`src/rtl/muldiv_sched_pkg.sv`:
```
// Shared ALU op codes and scheduler state encodings for the MUL/DIV scheduler.
package muldiv_sched_pkg;
  localparam int XLEN         = 32;
  localparam int ALU_OP_WIDTH = 5;

  localparam logic [ALU_OP_WIDTH-1:0] ALU_NOP    = 5'd0;
  localparam logic [ALU_OP_WIDTH-1:0] ALU_ADD    = 5'd1;
  localparam logic [ALU_OP_WIDTH-1:0] ALU_MUL    = 5'd10;
  localparam logic [ALU_OP_WIDTH-1:0] ALU_MULH   = 5'd11;
  localparam logic [ALU_OP_WIDTH-1:0] ALU_MULHSU = 5'd12;
  localparam logic [ALU_OP_WIDTH-1:0] ALU_MULHU  = 5'd13;
  localparam logic [ALU_OP_WIDTH-1:0] ALU_DIV    = 5'd14;
  localparam logic [ALU_OP_WIDTH-1:0] ALU_DIVU   = 5'd15;
  localparam logic [ALU_OP_WIDTH-1:0] ALU_REM    = 5'd16;
  localparam logic [ALU_OP_WIDTH-1:0] ALU_REMU   = 5'd17;

  typedef enum logic [1:0] {MDS_IDLE, MDS_MUL, MDS_DIV, MDS_PEND} mds_state_e;

  function automatic logic is_mul(input logic [ALU_OP_WIDTH-1:0] op);
    return (op >= ALU_MUL) && (op <= ALU_MULHU);
  endfunction

  function automatic logic is_div(input logic [ALU_OP_WIDTH-1:0] op);
    return (op >= ALU_DIV) && (op <= ALU_REMU);
  endfunction
endpackage

```
`src/rtl/muldiv_pend_buf.sv`:
```
// One-entry holding register for the slot-1 op deferred behind slot 0.
module muldiv_pend_buf
  import muldiv_sched_pkg::*;
#(
  parameter int DATA_WIDTH = XLEN,
  parameter int OP_WIDTH   = ALU_OP_WIDTH,
  parameter int RD_WIDTH   = 5
) (
  input  logic                  clk,
  input  logic                  rst,
  input  logic                  load,
  input  logic                  clear,
  input  logic [OP_WIDTH-1:0]   load_op,
  input  logic [DATA_WIDTH-1:0] load_s1,
  input  logic [DATA_WIDTH-1:0] load_s2,
  input  logic [RD_WIDTH-1:0]   load_rd,
  output logic                  valid,
  output logic [OP_WIDTH-1:0]   op,
  output logic [DATA_WIDTH-1:0] s1,
  output logic [DATA_WIDTH-1:0] s2,
  output logic [RD_WIDTH-1:0]   rd
);
  always_ff @(posedge clk or posedge rst) begin
    if (rst) begin
      valid <= 1'b0;
      op    <= '0;
      s1    <= '0;
      s2    <= '0;
      rd    <= '0;
    end else if (clear) begin
      valid <= 1'b0;
    end else if (load) begin
      valid <= 1'b1;
      op    <= load_op;
      s1    <= load_s1;
      s2    <= load_s2;
      rd    <= load_rd;
    end
  end
endmodule

```
`src/rtl/muldiv_sched.sv`:
```
// Arbitrates the shared multiplier / iterative divider between two EX slots,
// slot 0 first, holding ID/EX until every accepted op has produced its result.
module muldiv_sched
  import muldiv_sched_pkg::*;
#(
  parameter int DATA_WIDTH = XLEN,
  parameter int OP_WIDTH   = ALU_OP_WIDTH,
  parameter int RD_WIDTH   = 5,
  parameter int MUL_LAT    = 3
) (
  input  logic                  clk,
  input  logic                  rst,
  input  logic [OP_WIDTH-1:0]   req_op_0,
  input  logic [DATA_WIDTH-1:0] req_s1_0,
  input  logic [DATA_WIDTH-1:0] req_s2_0,
  input  logic [RD_WIDTH-1:0]   req_rd_0,
  input  logic [OP_WIDTH-1:0]   req_op_1,
  input  logic [DATA_WIDTH-1:0] req_s1_1,
  input  logic [DATA_WIDTH-1:0] req_s2_1,
  input  logic [RD_WIDTH-1:0]   req_rd_1,
  input  logic                  flush,
  output logic                  mul_start,
  output logic                  div_start,
  output logic [OP_WIDTH-1:0]   md_op,
  output logic [DATA_WIDTH-1:0] md_a,
  output logic [DATA_WIDTH-1:0] md_b,
  input  logic [DATA_WIDTH-1:0] mul_result,
  input  logic                  div_done,
  input  logic [DATA_WIDTH-1:0] div_result,
  output logic                  div_kill,
  output logic                  res_valid,
  output logic [DATA_WIDTH-1:0] res_data,
  output logic [RD_WIDTH-1:0]   res_rd,
  output logic                  res_slot,
  output logic                  md_stall
);
  localparam int CNT_W = $clog2(MUL_LAT + 1);

  mds_state_e            state;
  logic [CNT_W-1:0]      cnt;
  logic [RD_WIDTH-1:0]   cur_rd;
  logic                  cur_slot;
  logic                  live;
  logic                  pend_v;
  logic [OP_WIDTH-1:0]   pend_op;
  logic [DATA_WIDTH-1:0] pend_s1, pend_s2;
  logic [RD_WIDTH-1:0]   pend_rd;

  logic                  md0, md1, launch, pend_load, pend_clr, res_fire, l_slot;
  logic [OP_WIDTH-1:0]   l_op;
  logic [DATA_WIDTH-1:0] l_s1, l_s2;
  logic [RD_WIDTH-1:0]   l_rd;

  assign md0 = is_mul(req_op_0) | is_div(req_op_0);
  assign md1 = is_mul(req_op_1) | is_div(req_op_1);

  // Launch source: slot 0 wins in IDLE; PEND replays the buffered slot-1 op.
  always_comb begin
    l_op   = req_op_0;
    l_s1   = req_s1_0;
    l_s2   = req_s2_0;
    l_rd   = req_rd_0;
    l_slot = 1'b0;
    launch = 1'b0;
    case (state)
      MDS_IDLE: begin
        launch = md0 | md1;
        if (!md0) begin
          l_op   = req_op_1;
          l_s1   = req_s1_1;
          l_s2   = req_s2_1;
          l_rd   = req_rd_1;
          l_slot = 1'b1;
        end
      end
      MDS_PEND: begin
        launch = 1'b1;
        l_op   = pend_op;
        l_s1   = pend_s1;
        l_s2   = pend_s2;
        l_rd   = pend_rd;
        l_slot = 1'b1;
      end
      default: ;
    endcase
    launch = launch & live & ~flush;
  end

  assign pend_load = launch & (state == MDS_IDLE) & md0 & md1;
  assign pend_clr  = flush | (launch & (state == MDS_PEND));
  assign res_fire  = ~flush & (((state == MDS_MUL) && (cnt == CNT_W'(MUL_LAT))) ||
                               ((state == MDS_DIV) && div_done));

  muldiv_pend_buf #(.DATA_WIDTH(DATA_WIDTH), .OP_WIDTH(OP_WIDTH), .RD_WIDTH(RD_WIDTH)) u_pend (
    .clk     (clk),
    .rst     (rst),
    .load    (pend_load),
    .clear   (pend_clr),
    .load_op (req_op_1),
    .load_s1 (req_s1_1),
    .load_s2 (req_s2_1),
    .load_rd (req_rd_1),
    .valid   (pend_v),
    .op      (pend_op),
    .s1      (pend_s1),
    .s2      (pend_s2),
    .rd      (pend_rd)
  );

  assign mul_start = launch & is_mul(l_op);
  assign div_start = launch & is_div(l_op);
  assign md_op     = launch ? l_op : '0;
  assign md_a      = launch ? l_s1 : '0;
  assign md_b      = launch ? l_s2 : '0;
  assign res_valid = res_fire;
  assign res_data  = !res_fire ? '0 : ((state == MDS_MUL) ? mul_result : div_result);
  assign res_rd    = res_fire ? cur_rd : '0;
  assign res_slot  = res_fire & cur_slot;

  // live stays low through reset and the rest of that cycle; div_kill holds the divider off.
  assign div_kill = ~live | (flush & ((state == MDS_DIV) ||
                                      ((state == MDS_PEND) && is_div(pend_op))));

  always_comb begin
    case (state)
      MDS_IDLE: md_stall = launch;
      MDS_PEND: md_stall = 1'b1;
      default:  md_stall = ~(res_fire & ~pend_v);
    endcase
  end

  always_ff @(posedge clk or posedge rst) begin
    if (rst) begin
      state    <= MDS_IDLE;
      cnt      <= '0;
      cur_rd   <= '0;
      cur_slot <= 1'b0;
      live     <= 1'b0;
    end else begin
      live <= 1'b1;
      if (flush) begin
        state <= MDS_IDLE;
      end else begin
        case (state)
          MDS_IDLE, MDS_PEND: if (launch) begin
            state    <= is_mul(l_op) ? MDS_MUL : MDS_DIV;
            cnt      <= CNT_W'(1);
            cur_rd   <= l_rd;
            cur_slot <= l_slot;
          end
          MDS_MUL: begin
            cnt <= cnt + 1'b1;
            if (res_fire) state <= pend_v ? MDS_PEND : MDS_IDLE;
          end
          MDS_DIV: if (res_fire) state <= pend_v ? MDS_PEND : MDS_IDLE;
          default: state <= MDS_IDLE;
        endcase
      end
    end
  end
endmodule

```
`config.mk`:
```
export PLATFORM = sky130hd
export DESIGN_NAME = muldiv_sched
export DESIGN_NICKNAME = d
export VERILOG_FILES = /design/src/rtl/muldiv_sched_pkg.sv /design/src/rtl/muldiv_pend_buf.sv /design/src/rtl/muldiv_sched.sv
export SDC_FILE = /design/constraint.sdc
export NUM_CORES = 1
export LEC_CHECK = 0
export ABC_AREA = 1
export CAP_MARGIN = 20
export CORE_MARGIN = 8
export CORE_UTILIZATION = 44
export DETAILED_ROUTE_END_ITERATION = 8
export GPL_TIMING_DRIVEN = 0
export PLACE_DENSITY_LB_ADDON = 0.2
export SYNTH_ARGS = -nofsm -noshare
export SYNTH_HDL_FRONTEND = slang
export SYNTH_HIERARCHICAL = 1
export SYNTH_SLANG_ARGS = --single-unit
export TNS_END_PERCENT = 5
```
`constraint.sdc`:
```
create_clock -name clk -period 3.5 [get_ports clk]
set_clock_uncertainty 0.05 [all_clocks]
set_input_delay 0.35 -clock clk [delete_from_list [all_inputs] [get_ports clk]]
set_output_delay 0.35 -clock clk [all_outputs]
set_load 0.05 [all_outputs]
```
# Yosys cells after proc, flatten, opt, wreduce, memory -nomap -nowiden
# Cells that the tools add are included.
[classes] add_sub_neg=1 n_lt_le_gt_ge=14 eq_ne=7 mux=28 n_bitwise=22 reduce_logical=21
[ops] cell="2-to-1 mux 32 bit" count=6
[ops] cell="case mux 32 bit (2 select lines)" count=2
[ops] cell="greater-or-equal comparator 5 x 4 -> 1 bit (second input constant)" count=7
[ops] cell="less-or-equal comparator 5 bit (second input constant)" count=4
[ops] cell="2-to-1 mux 5 bit" count=4
[ops] cell="case mux 5 bit (2 select lines)" count=2
[ops] cell="less-or-equal comparator 5 x 4 -> 1 bit (second input constant)" count=3
[ops] cell="bitwise AND 1 bit" count=12
[ops] cell="2-to-1 mux 2 bit" count=6
[ops] cell="logical AND 1 bit" count=10
[ops] cell="case mux 2 bit (2 select lines)" count=2
[ops] cell="== test 2 bit (second input constant)" count=3
[ops] cell="case mux 1 bit (2 select lines)" count=3
[ops] cell="AND reduction 3 bit" count=2
[ops] cell="inverter 1 bit" count=5
[ops] cell="bitwise OR 1 bit" count=5
[ops] cell="AND reduction 2 bit" count=2
[ops] cell="nonzero test 2 bit" count=2
[ops] cell="OR reduction 2 bit" count=2
[ops] cell="2-to-1 mux 1 bit" count=3
[ops] cell="!= test 3 x 1 -> 1 bit (second input constant)" count=1
[ops] cell="!= test 3 bit (second input constant)" count=1
[ops] cell="adder 2 x 1 -> 2 bit (second input constant)" count=1
[ops] cell="== test 2 x 1 -> 1 bit (second input constant)" count=1
[ops] cell="other kinds (3)" count=4
[word_totals] reg_bits=86 in_bits=216 output_inout_bits=112

# Logic depth before layout (Yosys ltp)
# Gate-level depths: netlist (run 1).
[depth] depth_word=12 depth_mapped=17

# Hierarchy
# The synthesis (run 1) kept the hierarchy.
[by_module_without_submodules] module="muldiv_sched" n_inst=1 cells_per_inst=662 area_each_um2=3263.1
[by_module_without_submodules] module="muldiv_pend_buf" n_inst=1 cells_per_inst=326 area_each_um2=2940.3

# Worst setup path after synthesis (run 1)
# Ideal clock, no wire load.
[synth_timing] kind="reg-to-output" from="register state[0]" to="output port md_stall" arrival_time_ns=2.412 required_time_ns=3.100 setup_slack_ns=0.688 stages_incl_launch_ff=9 n_path_buf=1 cell_sequence="dfrtp_1 > inv_1 > ha_1 > buf_2 > nor2_1 > nand3_2 > inv_1 > a21oi_1 > o21ai_0"
[synth_between] elab_chain_cells=7 word_cells_on_any_way=14 cone_classes="eq/ne: 3; mux: 2; bitwise: 5; reduce/logical: 4"
[synth_lines] item="start, declared" line="muldiv_sched.sv:39" source="mds_state_e state;"
[synth_lines] item="start signal, assigned" line="muldiv_sched.sv:146" source="state <= is_mul(l_op) ? MDS_MUL : MDS_DIV;"
[synth_lines] item="start signal, assigned" line="muldiv_sched.sv:153" source="if (res_fire) state <= pend_v ? MDS_PEND : MDS_IDLE;"
[synth_lines] item="start signal, assigned" line="muldiv_sched.sv:155" source="MDS_DIV: if (res_fire) state <= pend_v ? MDS_PEND : MDS_IDLE;"
[synth_lines] item="== test 2 x 1 -> 1 bit or == test 2 bit (tied branches)" line="muldiv_sched.sv:91, muldiv_sched.sv:92"
[synth_lines] item="logical AND 1 bit (on tied branches)" line="muldiv_sched.sv:91, muldiv_sched.sv:92"
[synth_lines] item="logical OR 1 bit" line="muldiv_sched.sv:91" source="assign res_fire = ~flush & (((state == MDS_MUL) && (cnt == CNT_W'(MUL_LAT))) ||"
[synth_lines] item="bitwise AND 1 bit" line="muldiv_sched.sv:91"
[synth_lines] item="bitwise AND 1 bit" line="muldiv_sched.sv:128" source="default: md_stall = ~(res_fire & ~pend_v);"
[synth_lines] item="inverter 1 bit" line="muldiv_sched.sv:128"
[synth_lines] item="case mux 1 bit (2 select lines) *" line="muldiv_sched.sv:125" source="case (state)"
[synth_lines] item="end, declared" line="muldiv_sched.sv:35" source="output logic md_stall"
# Every way passes the cells marked *; elsewhere a longest branch is shown, timed or not.

# Worst setup path after layout (run 1)
[layout_timing] from="register state[1]" to="output port res_data[2]"
[layout_between] elab_chain_cells=5 word_cells_on_any_way=8 cone_classes="eq/ne: 2; mux: 2; bitwise: 1; reduce/logical: 3"
[layout_lines] item="== test 2 x 1 -> 1 bit or == test 2 bit (tied branches)" line="muldiv_sched.sv:91, muldiv_sched.sv:116, muldiv_sched.sv:92"
[layout_lines] item="logical AND 1 bit (on tied branches)" line="muldiv_sched.sv:91, muldiv_sched.sv:92"
[layout_lines] item="logical OR 1 bit" line="muldiv_sched.sv:91"
[layout_lines] item="bitwise AND 1 bit" line="muldiv_sched.sv:91"
[layout_lines] item="2-to-1 mux 32 bit *" line="muldiv_sched.sv:116" source="assign res_data = !res_fire ? '0 : ((state == MDS_MUL) ? mul_result : div_result);"
[layout_lines] item="end, declared" line="muldiv_sched.sv:32" source="output logic [DATA_WIDTH-1:0] res_data,"
# Marked as above.

==> results by group, run 1 <==
STA
  • RSZ-0062 raised after global routing: true
  • Minimum clock period: 3360 ps
  • Final setup margin: 139 ps
  • Max-slew violation count: 0
  • Fin. Hold Viols: 0
  • Final setup viols: 0
  • F_max: 0.298 GHz
  • Max-slew headroom: 61.5%
  • Tcrit/Tclk final: 96.0%
  • Worst-Margin Slew: 577 ps

Yosys
  • Number of synthesized flops with an enable pin: 0
  • Dominant synthesized flop cell: dfrtp_1
  • Syn. warnings: 6
  • Post-Synthesis Cells: 988
  • Async SR Flop Fraction: 100%
  • Syn nets: 1209
  • Seq/Total Area, Yosys: 34.7%
  • Mean area per synthesized cell: 6.28 µm²
  • Seq cells post-synth: 86
  • Post-synth cell types: 29
  • Top-area cell type share of the netlist area: 34.7%
  • Synth top area cells: dfrtp_1 (35%), nand2_1 (16%), a21oi_1 (13%), nor2_1 (9.1%), nand3_1 (6.6%)
  • Synth Cell Area: 6200 µm²
  • Largest area contributor in the netlist: dfrtp_1

Power and ir drop
  • Pwr per Cell Area: 510 nW/µm²
  • VDD IR max: 0.313 mV
  • Tot Pwr: 5.15 mW
  • Comb power frac: 57.5%
  • Net Sw Power: 2.44 mW
  • Flop pwr share: 24.5%
  • Clock Power Share: 18.1%
  • Leakage: 5.59 nW
  • Cell Int Power: 2.72 mW
  • Sw frac: 47.3%

Clock tree
  • CTS max path bufs: 2
  • Post-CTS resize count: 32
  • Post-CTS Hold Buffers: 0
  • Sink Count: 86
  • Clock insertion delay at the later pin of the skew report: 350 ps
  • Clock transition at path regs: 70 ps
  • TritonCTS buffer count: 9
  • CTS tree: yes
  • Root buf cell: clkbuf_16
  • H-Tree Level Count: 3
  • Setup Fix Bufs, Post-CTS: 0

Drt
  • Vias/cell: 5.32
  • Via count: 8049
  • Post-Route WL: 26.6 mm
  • Routed Antenna Nets: 0
  • DR pass1 iterations: 6
  • Post-detailed-route wirelength per cell: 17.6 µm
  • DR DRC count: 0
  • Starting DRT DRC Count: 652

Cells and area
  • Nets: 1548
  • Core Util, Final: 73.1%
  • Share of post-route cells with drive strength above 1: 5.48%
  • Post-Layout Cell Count: 1512
  • Most frequent cells in the layout: nand2_1 (272), clkdlybuf4s50_1 (247), a21oi_1 (165), nor2_1 (151), dfrtp_1 (86)
  • Antenna diodes: 0
  • Layout overhead on the synthesized area: 62.8%
  • Commonest non-fill, non-tap cell in the layout: nand2_1

Floorplanning
  • Die height: 135 µm
  • Area of the core: 13800 µm²
  • Row Count: 43
  • Die boundary width: 135 µm
  • Starting density of the core: 44.9%
  • # IOs: 328
  • Die area: 18200 µm²

Worst hold path
  • Worst Hold Class: input port to asynchronous set/reset pin

Placed design
  • Setup slack at placement: 99.9 ps
  • Port Buf Inserts: 327
  • Dpl cells: 1496
  • RD Place Congestion: 0.903
  • DP Wirelength: 20.8 mm

Setup path
  • CP Class: flop to output pin
  • WP data arrival: 2960 ps
  • Worst endpoint required time: 3100 ps
  • Worst-path maximum fanout: 10
  • Crit. End Element: output pin
  • Startpoint types: flop

Global route
  • Vias in the first global route: 7683
  • First-pass GRT wire length: 41.0 mm
  • Initial antenna violation count: 1
  • Total Routing Usage GR: 28.2%
  • Congestion Overflow GR: 0
  • Largest net degree at the start of global routing: 71

Outcome
  • Outcome: finished, final reports clean

Job
  • Max-cap viol count: 0
## Yosys cell counts, types with 2 or more instances
master    instances
a21oi_1         165
a21oi_2           2
a22o_1            2
buf_1             3
buf_2            25
buf_4             4
buf_6            11
clkbuf_1         39
dfrtp_1          86
ha_1              5
inv_1            35
inv_2             2
nand2_1         272
nand2_2           3
nand3_1          82
nand3_2           2
nand4_1           5
nor2_1          151
o21ai_0          76
o21ai_1           9
## state kept, by name, summed over array words and instances, names as in the netlist
name,count
cur_slot,1
u_pend/rd,5
u_pend/op,5
u_pend/s1,32
cnt,2
u_pend/s2,32
live,1
u_pend/valid,1
cur_rd,5
state,2
## cells by family after synthesis
family          count (synthesis)  share of synthesized area [%]
compound gates                257                           21.1
fa+ha+maj                       5                           1.01
buf+inv                       120                           9.34
flops                          86                           34.7
other cells                     1                         0.0605
simple gates                  519                           33.8
## routing by layer
| metal | GRT usage (%) | part of all wire, % | up-vias |
|---|---|---|---|
| met4 | 10.7 | 3.0 | 2 |
| met2 | 45.8 | 48 | 358 |
| li1 | - | - | 3909 |
| met5 | 0 | 0.049 | - |
| met3 | 6.98 | 7.2 | 61 |
| met1 | 35.4 | 42 | 3719 |
## stage by stage
stage | setup TNS [ps] | hold slack, ps | cell area (µm²)
finish | 0 | 202 | 10100
global placement | -12310 | 403 | 9700
CTS | 0 | 197 | 9980
detailed placement | 0 | 408 | 9730
floorplan | 0 | 152 | 6200
global route | -10.2 | 228 | 10100
## power by group through the flow
stage / sequential [mW] / clock, mW / combinational [mW]
2_1_floorplan: 1.25 / 0 / 1.98
3_3_place_gp: 1.27 / 0 / 2.94
3_5_place_dp: 1.27 / 0 / 2.97
4_1_cts: 1.26 / 0.942 / 2.95
5_1_grt: 1.28 / 0.988 / 3.24
6_report: 1.26 / 0.931 / 2.96
## final timing paths
check / to / slack [ps] / cells after the start / from
setup / recovery: res_data[2] / 140 / 8 / state[1]$_DFFE_PP0P_
hold / removal: u_pend/s1[6]$_DFFE_PP0P_ / 200 / 2 / rst
setup reg to reg: u_pend/s2[30]$_DFFE_PP0P_ / 700 / 13 / state[0]$_DFFE_PP0P_
hold reg to reg: u_pend/s1[19]$_DFFE_PP0P_ / 420 / 2 / u_pend/s1[19]$_DFFE_PP0P_
max in group asynchronous: u_pend/s2[16]$_DFFE_PP0P_ / 2620 / 3 / rst
min in group clk: u_pend/s1[19]$_DFFE_PP0P_ / 420 / 2 / u_pend/s1[19]$_DFFE_PP0P_
## cell type report
cell class | instances | area, µm²
buffer | 82 | 439
clock buffer | 12 | 256
clock inverter | 4 | 31.3
fill | 1174 | 3720
inverter | 38 | 145
multi-input combinational | 782 | 3470
sequential | 86 | 2150
tap | 180 | 225
timing repair buffer | 328 | 3380
## worst max-delay path: stages, from the launching register on
cell and delay, ps:
dfrtp_1 390, inv_1 80, ha_1 170, clkbuf_1 190
inv_1 210, clkbuf_1 400, nand2_1 120, a21oi_1 210
clkdlybuf4s50_1 830
(Power assumes the default switching activity.)
==> run 2: changes to the inputs <==
--- a/config.mk
+++ b/config.mk
@@ -8,10 +8,13 @@
 export ABC_AREA = 1
 export CAP_MARGIN = 20
 export CORE_MARGIN = 8
-export CORE_UTILIZATION = 44
+export CORE_UTILIZATION = 50
+export CTS_BUF_LIST = sky130_fd_sc_hd__clkbuf_16
 export DETAILED_ROUTE_END_ITERATION = 8
+export DONT_BUFFER_PORTS = 1
 export GPL_TIMING_DRIVEN = 0
 export PLACE_DENSITY_LB_ADDON = 0.2
+export REMOVE_ABC_BUFFERS = 1
 export SYNTH_ARGS = -nofsm -noshare
 export SYNTH_HDL_FRONTEND = slang
 export SYNTH_HIERARCHICAL = 1
==> run 2 against run 1 <==
Effect of this change:
- the flow now finishes with violations (setup timing)
- worst setup slack got worse by 180 ps
- sequential power about the same
- combinational power fell by 8.4%
- final cell count down 27%
- sequential cell count is the same
- first-iteration DRC count down 19%
- cell area fell by 32%
- highest routed layer is now met4
==> results by group, run 2 (synthesis gave the netlist of run 1 again) <==
Outcome
  • Outcome: finished with violations
  • Violated checks: setup timing

Floorplanning
  • Row Count: 40
  • Die height: 127 µm
  • # IOs: 328
  • Die area: 16200 µm²
  • Die boundary width: 127 µm
  • Starting density of the core: 51.4%
  • Area of the core: 12100 µm²

STA
  • Worst hold slack: 103 ps
  • Final setup viols: 2
  • Minimum clock period: 3540 ps
  • Tcrit/Tclk final: 101%
  • Max-slew headroom: 22.6%
  • Worst-Margin Slew: 1160 ps
  • Max-slew violation count: 0
  • F_max: 0.283 GHz
  • RSZ-0062 raised after global routing: true
  • Fin. Hold Viols: 0
  • Final setup margin: -38.2 ps

Placed design
  • RD Place Congestion: 0.917
  • Port Buf Inserts: 0
  • Post-DP Area: 6220 µm²
  • Setup slack at placement: -1250 ps
  • DP Wirelength: 15.8 mm

Cells and area
  • Nets: 1157
  • Fin area: 6830 µm²
  • Most frequent cells in the layout: nand2_1 (271), nor2_1 (144), a21oi_1 (115), dfrtp_1 (86), nand3_1 (82)
  • Antenna diodes: 0
  • Filler Cell Count: 1206
  • Commonest non-fill, non-tap cell in the layout: nand2_1
  • Top flop regs: u_pend/s1: 32 flops, u_pend/s2: 32 flops
  • Core Util, Final: 56.6%
  • Layout overhead on the synthesized area: 10.1%
  • Share of post-route cells with drive strength above 1: 11.8%

Power and ir drop
  • Leakage: 3.20 nW
  • Pwr per Cell Area: 711 nW/µm²
  • Tot Pwr: 4.86 mW
  • VDD IR max: 0.333 mV

Drt
  • DR pass1 iterations: 4
  • Routed Antenna Nets: 0
  • Post-detailed-route wirelength per cell: 21.6 µm
  • Starting DRT DRC Count: 527
  • Via count: 6567
  • Post-Route WL: 23.9 mm
  • Vias/cell: 5.92
  • DR DRC count: 0

Setup path
  • CP Class: flop to output pin
  • Crit. End Element: output pin
  • Crit-path max cell delay: 610 ps
  • Worst endpoint required time: 3100 ps
  • Startpoint types: flop
  • Crit path max-delay family: adder cells
  • Critical-path cell list: inv_1, ha_4, clkinv_1, nor2_1, inv_1, nand2_1, nand2_1, nor2_1, o21ai_0, a21oi_2
  • WP data arrival: 3140 ps
  • Slowest cell on crit path: ha_4
  • Worst path bufs/invs: 3
  • Worst-path maximum fanout: 38

Worst hold path
  • Worst Hold Class: input port to flop

Clock tree
  • H-Tree Level Count: 3
  • CTS max path bufs: 2
  • Root buf cell: clkbuf_16
  • Clock transition at path regs: 70 ps
  • Clock insertion delay at the later pin of the skew report: 330 ps
  • TritonCTS buffer count: 9
  • CTS tree: yes
  • Sink Count: 86

Global route
  • Largest net degree at the start of global routing: 76
  • First-pass GRT wire length: 35.5 mm
  • Total Routing Usage GR: 27.7%
  • Congestion Overflow GR: 0
  • Initial antenna violation count: 0
  • Vias in the first global route: 6253

Job
  • Max-cap viol count: 0
## run 2: final timing paths
path / slack (ps) / cells after the start / to / start
worst max-delay path: -40 / 10 / div_start / state[0]$_DFFE_PP0P_
worst min-delay path: 100 / 2 / u_pend/s2[21]$_DFFE_PP0P_ / req_s2_1[21]
worst max register to register: 30 / 10 / u_pend/op[3]$_DFFE_PP0P_ / state[0]$_DFFE_PP0P_
worst min register to register: 420 / 2 / u_pend/s1[3]$_DFFE_PP0P_ / u_pend/s1[3]$_DFFE_PP0P_
max in group asynchronous: 2380 / 3 / u_pend/s1[28]$_DFFE_PP0P_ / rst
min in group asynchronous: 430 / 2 / u_pend/rd[1]$_DFFE_PP0P_ / rst
## run 2: timing repair
item	4_1_cts	5_1_grt
gates resized for setup	43	26
cloned	2	0
pin swaps	3	0
endpoints found under the setup margin	185	167
hold buffers	1	0
hold endpoints to repair	31	0
setup buffers	2	0
## run 2: cell type report
type,count,area [µm²],area share (%)
inverters,38,154,2.25
multi-input cells,784,3790,55.5
repair buffers,17,249,3.65
well taps,168,210,3.08
clock inverters,7,48.8,0.715
flip-flops and latches,86,2150,31.5
clock buffers,9,225,3.30
## run 2: per-stage QoR
stage                     TNS, ps  std cells
after floorplan           -277170        906
after global routing       -15310       1109
after detailed placement  -111870       1088
after CTS                   -3390       1109
final                       -45.2       1109
after global placement    -745190       1074
## run 2: report_power, final
part	internal, mW	total (mW)	switching [mW]
clock	0.482	0.882	0.400
sequential	1.17	1.27	0.100
combinational	0.685	2.71	2.02
## run 2: worst register-to-register path, stage by stage, from the launching register on
cell     delay, ps
dfrtp_1        470
inv_1          130
ha_4           610
nor2_4         210
nand3_4        270
o21ai_0        150
inv_2          580
buf_12         300
nand2_8        310
nand2_1        240
nand2_1         60
## run 2: routing by layer
layer,track usage [%],vias to the layer above,part of all wire (%)
met5,0,-,0
met4,11.6,0,3.1
met3,6.95,44,9.1
met2,46.8,319,49
met1,32.9,3073,39
li1,-,3131,-
